### config.mk
export PLATFORM = sky130hd
export DESIGN_NAME = cache_control_nway
export DESIGN_NICKNAME = d
export VERILOG_FILES = /design/src/rtl/cache_control_nway_pkg.sv /design/src/rtl/cache_control_nway_plru.sv /design/src/rtl/cache_control_nway.sv
export SDC_FILE = /design/constraint.sdc
export NUM_CORES = 1
export LEC_CHECK = 0
export ABC_AREA = 1
export BUFFER_PORTS_ARGS = -buffer_cell sky130_fd_sc_hd__buf_2
export CAP_MARGIN = 30
export CORE_ASPECT_RATIO = 1.25
export CORE_MARGIN = 10
export CORE_UTILIZATION = 50
export CTS_BUF_LIST = sky130_fd_sc_hd__clkbuf_4 sky130_fd_sc_hd__clkbuf_8 sky130_fd_sc_hd__clkbuf_16
export CTS_CLUSTER_DIAMETER = 120
export DETAILED_ROUTE_END_ITERATION = 12
export PLACE_DENSITY = 0.74
export REMOVE_ABC_BUFFERS = 1
export SLEW_MARGIN = 40
export SYNTH_ARGS = -nofsm -noshare
export SYNTH_HDL_FRONTEND = slang
export SYNTH_HIERARCHICAL = 1
export SYNTH_SLANG_ARGS = --single-unit
### constraint.sdc
create_clock -name clk -period 4.65 [get_ports clk]
set_clock_uncertainty 0.2 [all_clocks]
set_input_delay 0.465 -clock clk [delete_from_list [all_inputs] [get_ports clk]]
set_output_delay 0.465 -clock clk [all_outputs]
set_load 0.1 [all_outputs]
### src/rtl/cache_control_nway_pkg.sv
// ============================================================================
//  Module   : cache_types (package)
//  Purpose  : State encoding and tree pseudo-LRU helpers shared by the
//             N-way cache controller and its PLRU storage.
//  Revision : 1.0  initial release
// ============================================================================
`default_nettype none

package cache_types;

  // Helpers are written for up to 32 ways (31 tree nodes, 5 tree levels).
  localparam int MAX_WAYS = 32;
  localparam int MAX_LVL  = 5;

  typedef enum logic [2:0] {
    S_IDLE       = 3'd0,
    S_WRITE_BACK = 3'd1,
    S_STALL      = 3'd2,
    S_LOAD_LINE  = 3'd3,
    S_UPDATE     = 3'd4
  } cache_state_t;

  typedef logic [MAX_WAYS-2:0] plru_bits_t;
  typedef logic [MAX_WAYS-1:0] way_vec_t;

  // Walk from the root following each node bit (0 = lower half holds victim).
  function automatic int plru_victim(input plru_bits_t bits, input int levels);
    logic [4:0] node;
    logic       b;
    int         way;
    node = '0;
    way  = 0;
    for (int l = 0; l < MAX_LVL; l++) begin
      if (l < levels) begin
        b    = bits[node];
        way  = (way * 2) + int'(b);
        node = {node[3:0], 1'b0} + 5'd1 + {4'd0, b};
      end
    end
    return way;
  endfunction

  // Make every node on the path of 'way' point at the opposite subtree.
  function automatic plru_bits_t plru_touch(input plru_bits_t bits, input int way,
                                            input int levels);
    plru_bits_t r;
    logic [4:0] node;
    logic [4:0] wal;
    logic       d;
    r    = bits;
    node = '0;
    wal  = 5'(way) << (MAX_LVL - levels);
    for (int l = 0; l < MAX_LVL; l++) begin
      if (l < levels) begin
        d       = wal[4];
        wal     = wal << 1;
        r[node] = ~d;
        node    = {node[3:0], 1'b0} + 5'd1 + {4'd0, d};
      end
    end
    return r;
  endfunction

  // Index of the lowest zero bit; callers guarantee one exists.
  function automatic int first_zero(input way_vec_t vec);
    int r;
    r = 0;
    for (int i = MAX_WAYS - 1; i >= 0; i--) begin
      if (!vec[i]) r = i;
    end
    return r;
  endfunction

endpackage

`default_nettype wire

### src/rtl/cache_control_nway_plru.sv
// ============================================================================
//  Module   : cache_plru_array
//  Purpose  : Per-set tree pseudo-LRU bits, asynchronous read of the indexed
//             set, synchronous write when the controller touches a way.
//  Revision : 1.0  initial release
// ============================================================================
`default_nettype none

module cache_plru_array #(
  parameter int WAYS = 4,
  parameter int SETS = 8,
  parameter int SL   = $clog2(SETS)
) (
  input  logic            clk,
  input  logic            rst_n,
  input  logic [SL-1:0]   set_idx_i,
  input  logic            we_i,
  input  logic [WAYS-2:0] wdata_i,
  output logic [WAYS-2:0] rdata_o
);

  logic [WAYS-2:0] bits_q [SETS];

  assign rdata_o = bits_q[set_idx_i];

  // Clear every set on reset, otherwise store the touched tree for this set.
  always_ff @(posedge clk) begin
    if (!rst_n) begin
      for (int s = 0; s < SETS; s++) bits_q[s] <= '0;
    end else if (we_i) begin
      bits_q[set_idx_i] <= wdata_i;
    end
  end

endmodule

`default_nettype wire

### src/rtl/cache_control_nway.sv
// ============================================================================
//  Module   : cache_control_nway
//  Purpose  : Controller for an N-way set-associative write-back,
//             write-allocate cache with in-block PLRU and hit/miss counters.
//  Revision : 1.0  initial release
// ============================================================================
`default_nettype none

module cache_control_nway
  import cache_types::*;
#(
  parameter int WAYS  = 4,
  parameter int SETS  = 8,
  parameter int CNT_W = 32
) (
  input  logic                     clk,
  input  logic                     rst_n,
  input  logic                     req_i,
  input  logic                     readwrite_i,
  input  logic [$clog2(SETS)-1:0]  set_idx_i,
  input  logic [WAYS-1:0]          hit_i,
  input  logic [WAYS-1:0]          valid_i,
  input  logic [WAYS-1:0]          dirty_i,
  input  logic                     pmem_resp_i,
  input  logic                     clear_counts_i,
  output logic [WAYS-1:0]          data_writeword_o,
  output logic [WAYS-1:0]          data_writeline_o,
  output logic [WAYS-1:0]          tag_write_o,
  output logic [WAYS-1:0]          valid_write_o,
  output logic [WAYS-1:0]          dirty_write_o,
  output logic                     valid_in_o,
  output logic                     dirty_in_o,
  output logic                     pmem_read_o,
  output logic                     pmem_write_o,
  output logic                     cpu_resp_o,
  output logic                     load_adr_o,
  output logic                     wb_adr_sel_o,
  output logic [$clog2(WAYS)-1:0]  victim_way_o,
  output logic [CNT_W-1:0]         hit_count_o,
  output logic [CNT_W-1:0]         miss_count_o
);

  localparam int              WL  = $clog2(WAYS);
  localparam logic [WAYS-1:0] ONE = WAYS'(1);

  cache_state_t     state_q, state_d;
  logic [WL-1:0]    victim_q, victim_d;
  logic             was_miss_q;
  logic [CNT_W-1:0] hit_cnt_q, miss_cnt_q;

  logic [WAYS-2:0]  plru_rd, plru_wr;
  logic             plru_we;
  logic [WL-1:0]    touch_way, hit_way, miss_victim;
  logic             hit_evt, miss_evt;
  way_vec_t         hit_ext, valid_ext;
  plru_bits_t       plru_ext;

  cache_plru_array #(.WAYS(WAYS), .SETS(SETS)) u_plru (
    .clk       (clk),
    .rst_n     (rst_n),
    .set_idx_i (set_idx_i),
    .we_i      (plru_we),
    .wdata_i   (plru_wr),
    .rdata_o   (plru_rd)
  );

  // Way selection: lowest hit, lowest invalid way, or PLRU victim when full.
  always_comb begin
    hit_ext               = '1;
    hit_ext[WAYS-1:0]     = ~hit_i;
    valid_ext             = '1;
    valid_ext[WAYS-1:0]   = valid_i;
    plru_ext              = '0;
    plru_ext[WAYS-2:0]    = plru_rd;
    hit_way               = WL'(first_zero(hit_ext));
    miss_victim           = (&valid_i) ? WL'(plru_victim(plru_ext, WL))
                                       : WL'(first_zero(valid_ext));
    plru_wr               = (WAYS-1)'(plru_touch(plru_ext, int'(touch_way), WL));
  end

  // Next state and the combinational control outputs of each state.
  always_comb begin
    state_d          = state_q;
    victim_d         = victim_q;
    data_writeword_o = '0;
    data_writeline_o = '0;
    tag_write_o      = '0;
    valid_write_o    = '0;
    dirty_write_o    = '0;
    valid_in_o       = 1'b0;
    dirty_in_o       = 1'b0;
    pmem_read_o      = 1'b0;
    pmem_write_o     = 1'b0;
    cpu_resp_o       = 1'b0;
    load_adr_o       = 1'b0;
    wb_adr_sel_o     = 1'b0;
    plru_we          = 1'b0;
    touch_way        = hit_way;
    hit_evt          = 1'b0;
    miss_evt         = 1'b0;
    case (state_q)
      S_IDLE: begin
        if (req_i && (|hit_i)) begin
          cpu_resp_o = 1'b1;
          plru_we    = 1'b1;
          hit_evt    = 1'b1;
          if (readwrite_i) begin
            data_writeword_o = ONE << hit_way;
            dirty_write_o    = ONE << hit_way;
            dirty_in_o       = 1'b1;
          end
        end else if (req_i) begin
          load_adr_o = 1'b1;
          victim_d   = miss_victim;
          if (valid_i[miss_victim] && dirty_i[miss_victim]) begin
            wb_adr_sel_o = 1'b1;
            state_d      = S_WRITE_BACK;
          end else begin
            state_d = S_LOAD_LINE;
          end
        end
      end
      S_WRITE_BACK: begin
        pmem_write_o = 1'b1;
        if (pmem_resp_i) state_d = S_STALL;
      end
      S_STALL: begin
        load_adr_o = 1'b1;
        state_d    = S_LOAD_LINE;
      end
      S_LOAD_LINE: begin
        pmem_read_o = 1'b1;
        if (pmem_resp_i) begin
          data_writeline_o = ONE << victim_q;
          tag_write_o      = ONE << victim_q;
          valid_write_o    = ONE << victim_q;
          dirty_write_o    = ONE << victim_q;
          valid_in_o       = 1'b1;
          plru_we          = 1'b1;
          touch_way        = victim_q;
          state_d          = S_UPDATE;
        end
      end
      S_UPDATE: begin
        miss_evt = 1'b1;
        state_d  = S_IDLE;
      end
      default: state_d = S_IDLE;
    endcase
  end

  // State, latched victim, miss marker and saturating counters.
  always_ff @(posedge clk) begin
    if (!rst_n) begin
      state_q    <= S_IDLE;
      victim_q   <= '0;
      was_miss_q <= 1'b0;
      hit_cnt_q  <= '0;
      miss_cnt_q <= '0;
    end else begin
      state_q  <= state_d;
      victim_q <= victim_d;
      if (hit_evt)       was_miss_q <= 1'b0;
      else if (miss_evt) was_miss_q <= 1'b1;
      if (clear_counts_i) begin
        hit_cnt_q  <= '0;
        miss_cnt_q <= '0;
      end else begin
        if (hit_evt && !was_miss_q && (hit_cnt_q != '1))
          hit_cnt_q <= hit_cnt_q + CNT_W'(1);
        if (miss_evt && (miss_cnt_q != '1))
          miss_cnt_q <= miss_cnt_q + CNT_W'(1);
      end
    end
  end

  assign victim_way_o = victim_q;
  assign hit_count_o  = hit_cnt_q;
  assign miss_count_o = miss_cnt_q;

endmodule

`default_nettype wire

Word-level counts from Yosys, hierarchy flattened
Memories as Yosys holds them, arrays and structs flattened. Index checks and enable logic that the tools add are counted.

Register bits after elaboration: 70. Memory bits (writable): 24. Bits of input ports: 21. Output and inout bits: 93. Logic and storage cells: 104. Memories kept: 1.

Memory list: u_plru.bits_q (depth 8, width 3, rd ports 1, clocked after memory_dff 0, write ports 8, RTL line cache_control_nway_plru.sv:22) `logic [WAYS-2:0] bits_q [SETS];`.

$add $sub $neg: 5. Magnitude comparators: 4. Eq/ne operators: 10. Shift operators: 2. Multiplexer cells: 57. Bitwise operators: 5. Reduce and logical (&&, ||, !) cells: 15.

Operators by type and width (number): $add A32 B1 Y32 const B (2); $ne A32 B32 Y1 const B (2); $bwmux W31 (1); $mux W1 (25); $mux W2 (12); $mux W4 (5); $mux W3 (6); $lt A2 B6 Y1 const B (2); $pmux W3 S4 (1); $ne A2 B2 Y1 const B (4); $pmux W4 S2 (1); $reduce_and A4 Y1 (2); $shl A1 B2 Y4 const A (2); $eq A3 B2 Y1 const B (2); $logic_and A1 B1 Y1 (6); $bmux W1 S5 (1); $demux W1 S5 (1); $add A1 B1 Y2 const A (2); $bmux W1 S2 (2); $not A1 Y1 (4); $not A4 Y4 (1); $pmux W1 S2 (2); $reduce_or A2 Y1 (2); $reduce_or A4 Y1 (1); 9 further kinds (9).

Depth between registers and ports, before layout
Depth after elaboration: 14. Mapped depth: 22. Depth with buffers taken out: 20.

By module
Netlist, hierarchy kept.

By module, submodules not included: cache_control_nway (instances 1, cells an instance 672, area each 4311.6 um^2, sequential area each 1401.3 um^2); cache_plru_array (instances 1, cells an instance 141, area each 1260.0 um^2, sequential area each 720.7 um^2).

Least setup slack after synthesis
No wires, ideal clock.

Path kind: reg2out. Start point: register state_q[1]. End point: output port tag_write_o[1]. Arrival time: 4.686 ns. Required time: 3.985 ns. Setup slack: -0.701 ns. Cell stages (with the launch flop): 8. Path through: dfxtp_1 > nand2_1 > nor2_1 > nand2_1 > inv_2 > nand2_1 > nor2_1 > buf_4.

Cells in the longest elaborated chain, start to end: 2.

RTL lines: start: declaration (RTL line cache_control_nway.sv:46) `cache_state_t state_q, state_d;`; start signal: assignment (RTL line cache_control_nway.sv:161) `state_q <= state_d;`; $eq A3 B2 Y1; $mux W4; end: declaration (RTL line cache_control_nway.sv:28) `output logic [WAYS-1:0] tag_write_o,`.

No other way between the ends.

Final worst setup path
Start point: input port set_idx_i[0]. End point: output port wb_adr_sel_o.

Cells in the longest elaborated chain, start to end: 13. Elaborated cells between the ends (all ways): 15.

RTL lines: start: declaration (RTL line cache_control_nway.sv:20) `input logic [$clog2(SETS)-1:0] set_idx_i,`; $mem_v2 Z8 W3 *; named net plru_rd[0] (RTL line cache_control_nway.sv:51) `logic [WAYS-2:0] plru_rd, plru_wr;`; $add A1 B1 Y2 (RTL line cache_control_nway_pkg.sv:37) `node = {node[3:0], 1'b0} + 5'd1 + {4'd0, b};`; $bmux W1 S5 (RTL line cache_control_nway_pkg.sv:35) `b = bits[node];`; $mux W1 (implied by the code) (RTL line cache_control_nway_pkg.sv:35); $add A2 B1 Y2 * (RTL line cache_control_nway_pkg.sv:36) `way = (way * 2) + int'(b);`; $mux W2 * (RTL line cache_control_nway.sv:76) `miss_victim = (&valid_i) ? WL'(plru_victim(plru_ext, WL))`; $bmux W1 S2 (RTL line cache_control_nway.sv:115) `if (valid_i[miss_victim] && dirty_i[miss_victim]) begin`; $mux W1 (implied by the code) (RTL line cache_control_nway.sv:115); $logic_and A1 B1 Y1 * (RTL line cache_control_nway.sv:115); $mux W1 * (RTL line cache_control_nway.sv:115); $mux W1 * (RTL line cache_control_nway.sv:112) `end else if (req_i) begin`; $mux W1 * (RTL line cache_control_nway.sv:103) `if (req_i && (|hit_i)) begin`; $mux W1 * (RTL line cache_control_nway.sv:101) `case (state_q)`; end: declaration (RTL line cache_control_nway.sv:37) `output logic wb_adr_sel_o,`.

Mark *: on every way through the listed nets, which the timed path passes. The rest lies on a longest branch. The select of a mux whose other input is x is not followed.

==> reports/qor.yml <==
io_pins: 114
dp_hpwl_mm: 11.0
fp.dieW_um: 114
synth_top_area_cell: "dfxtp_1"
wl_mm: 14.6
slowest_stage: "buf_2"
final_cell_mix: "nand2_1, nor2_1, buf_2"
hold_depth: 4
root_buffer: "clkbuf_16"
drt-wirelength-per-cell_um: 13.9
drcViolationCount: 0
gp_congestion: 0.903
core_area_mm2: 0.0110
grt_pass1_vias: 4941
globalRouteOverflowTotal: 0
fin_tns_setup_ns: 0
maxSlewHeadroom: 0.591
dieArea_mm2: 0.0158
viasPerCell: 5.16
netlist-cell-type-count: 43
grt_start_max_net_pins: 38
fin_cells: 1052
cp.required_ns: 3.98
critical_path_class: "in2out"
arrival_ns: 2.42
critical-path-max-stage-delay_ns: 0.45
hold_class: "in2reg"
firstDrtPassIters: 5
seqCellArea_mm2: 0.00212
cts_tree: "done"
critPathTopFamily: "simple AND/OR/NAND/NOR gates"
place_worst_setup_slack_ns: 1.57
start_util: 0.508
final_common_cell: "nand2_1"
hold_buffers: 0
syn_inst: 813
track_usage: 0.180
dr_total_vias: 5429
antenna_found_initial: 1
cp_max_fo: 17
critPathMostFrequentCell: "nand2_1"
tightestPinTransition_ns: 0.612
synth_top_area_share: 0.252
dp.cells: 1035
fmax_ghz: 0.324
drtIter0Drc: 273
finalCriticalPeriod_ns: 3.08
timing.hold.ws_ns: 0.260
fillers: 1108
yosysWarnings: 6
drv_slew: 0
cts-resized-gates: 0
portBuffers: 113
clkSinkCount: 94
placement_rows: 43
cp_num_buf_inv: 4
start_kind: "input port"
reg2reg_depth: 11
endpoint_kind: "output pin"
synthTopCellsByArea: "dfxtp_1, nand2_1, edfxtp_1, nor2_1, inv_1"
crit_cells: 19
vdd_drop_max_uv: 216
cts.repair_timing.setup_buffer_count: 0
multi_input_area_mm2: 0.00287
area_growth_pct: 15.8
grt_pass1_wl_mm: 23.8
clockBufferDepth: 2
drive_above_1_share: 0.205
cap_violations: 0
hold_viol_final: 0
clkSlewWorstSetupHoldPaths_ns: 0.06
ys_seq_area_frac: 0.381
synth_edf_count: 24
path_cells: "buf_2 > inv_6 > nand2_1 > nand2_1 > nand2_1 > nand2_1 > nand2_1 > nand2_1 > inv_1 > nand2_1 > nand2_1 > nand2_1 > nand2_1 > nand2_1 > nand3_1 > nand2_1 > nand2_1 > nor2_1 > buf_2"
synth_ff_type: "dfxtp_1"
nNetsFinal: 934
synth_seq_cells: 94
die_h_um: 138
rsz0062_at_grt: "no"
cts-buffers-inserted: 9
setup_viol_count_final: 0
cts_max_level: 3
layout_setup_ws_ns: 1.57
antenna_left: 0
finalCritPeriodShare: 0.663
powerDensity_mw_per_mm2: 291
status: "completed"
clkLatencyLatePin_ns: 0.35
avgSynthCellArea_um2: 6.85
synthArstFlopShare: 0
netlist_area_mm2: 0.00557
power.leakage_nw: 2.83
where the power goes:
| part | internal, mW | switching [mW] | leakage, nW |
|---|---|---|---|
| Clock | 0.493 | 0.323 | 0.160 |
| Combinational | 0.0425 | 0.162 | 1.86 |
| Sequential | 0.851 | 0.00805 | 0.812 |
tightest hold or removal path: cells and delay by family:
family	cells	cell delay, ns
buffers and inverters	1	0.11
AO/OA/AOI/OAI	1	0.05
AND/OR/NAND/NOR	2	0.13
cells in the mapped netlist, types with 2 or more instances:
library cell,instances
nor3_4,2
nor4_1,2
o22ai_1,4
o21ai_0,30
o21a_1,6
nor3b_2,2
buf_2,4
nand3b_1,3
nand4_2,6
nand3_1,29
o21ai_1,4
o21bai_1,3
nand2_2,13
inv_2,7
nor2_4,3
nand4_1,23
buf_6,4
nor2_1,121
inv_1,90
ha_1,2
nor2_2,4
nand2_1,237
a21oi_1,40
dfxtp_1,70
xor2_1,12
nor3_2,6
buf_4,11
a31oi_1,6
and3_1,4
clkbuf_1,6
xnor2_1,3
nor3_1,15
a21oi_2,8
edfxtp_1,24
state kept, by name, indices dropped and copies added (netlist names):
name and cells:
miss_count_o 32, victim_way_o 2, hit_count_o 32, state_q 3, was_miss_q 1, u_plru/bits_q 24
cells by family after synthesis:
kind of cell,synth area share
adder cells (fa/ha/maj),0.00449
AND/OR/NAND/NOR,0.381
flip-flops,0.381
buffers and inverters,0.106
XOR/XNOR,0.0236
AO/OA/AOI/OAI,0.104
metrics by stage:
stage,util,cell area (um2),power (mW)
floorplan,-,5370,1.03
global placement,0.557,6110,1.08
detailed placement,0.558,6120,1.08
CTS,0.588,6450,1.89
global route,0.588,6450,1.94
finish,0.588,6450,1.88
metal layers:
layer | wire (um) | track usage
met1 | 6150 | 0.212
met3 | 809 | 0.0433
met5 | 0 | 0
met2 | 7370 | 0.307
met4 | 267 | 0.0615
path summary, 6_finish.rpt:
| kind | start | to | slack, ns |
|---|---|---|---|
| hold / removal | pmem_resp_i | state_q[1]$_SDFFE_PN0P_ | 0.26 |
| setup / recovery | set_idx_i[0] | wb_adr_sel_o | 1.57 |
| setup reg to reg | hit_count_o[1]$_SDFFE_PP0P_ | hit_count_o[18]$_SDFFE_PP0P_ | 1.96 |
| hold reg to reg | miss_count_o[28]$_SDFFE_PP0P_ | miss_count_o[28]$_SDFFE_PP0P_ | 0.26 |
layout make-up:
class | count | share of cell area
clock inverters | 5 | 0.0128
repair buffers | 114 | 0.0888
flip-flops and latches | 94 | 0.329
well taps | 135 | 0.0262
clock buffers | 11 | 0.0382
diodes | 1 | 0.000388
inverters | 100 | 0.0595
multi-input cells | 592 | 0.445
Power figures use the tool's default switching activity.
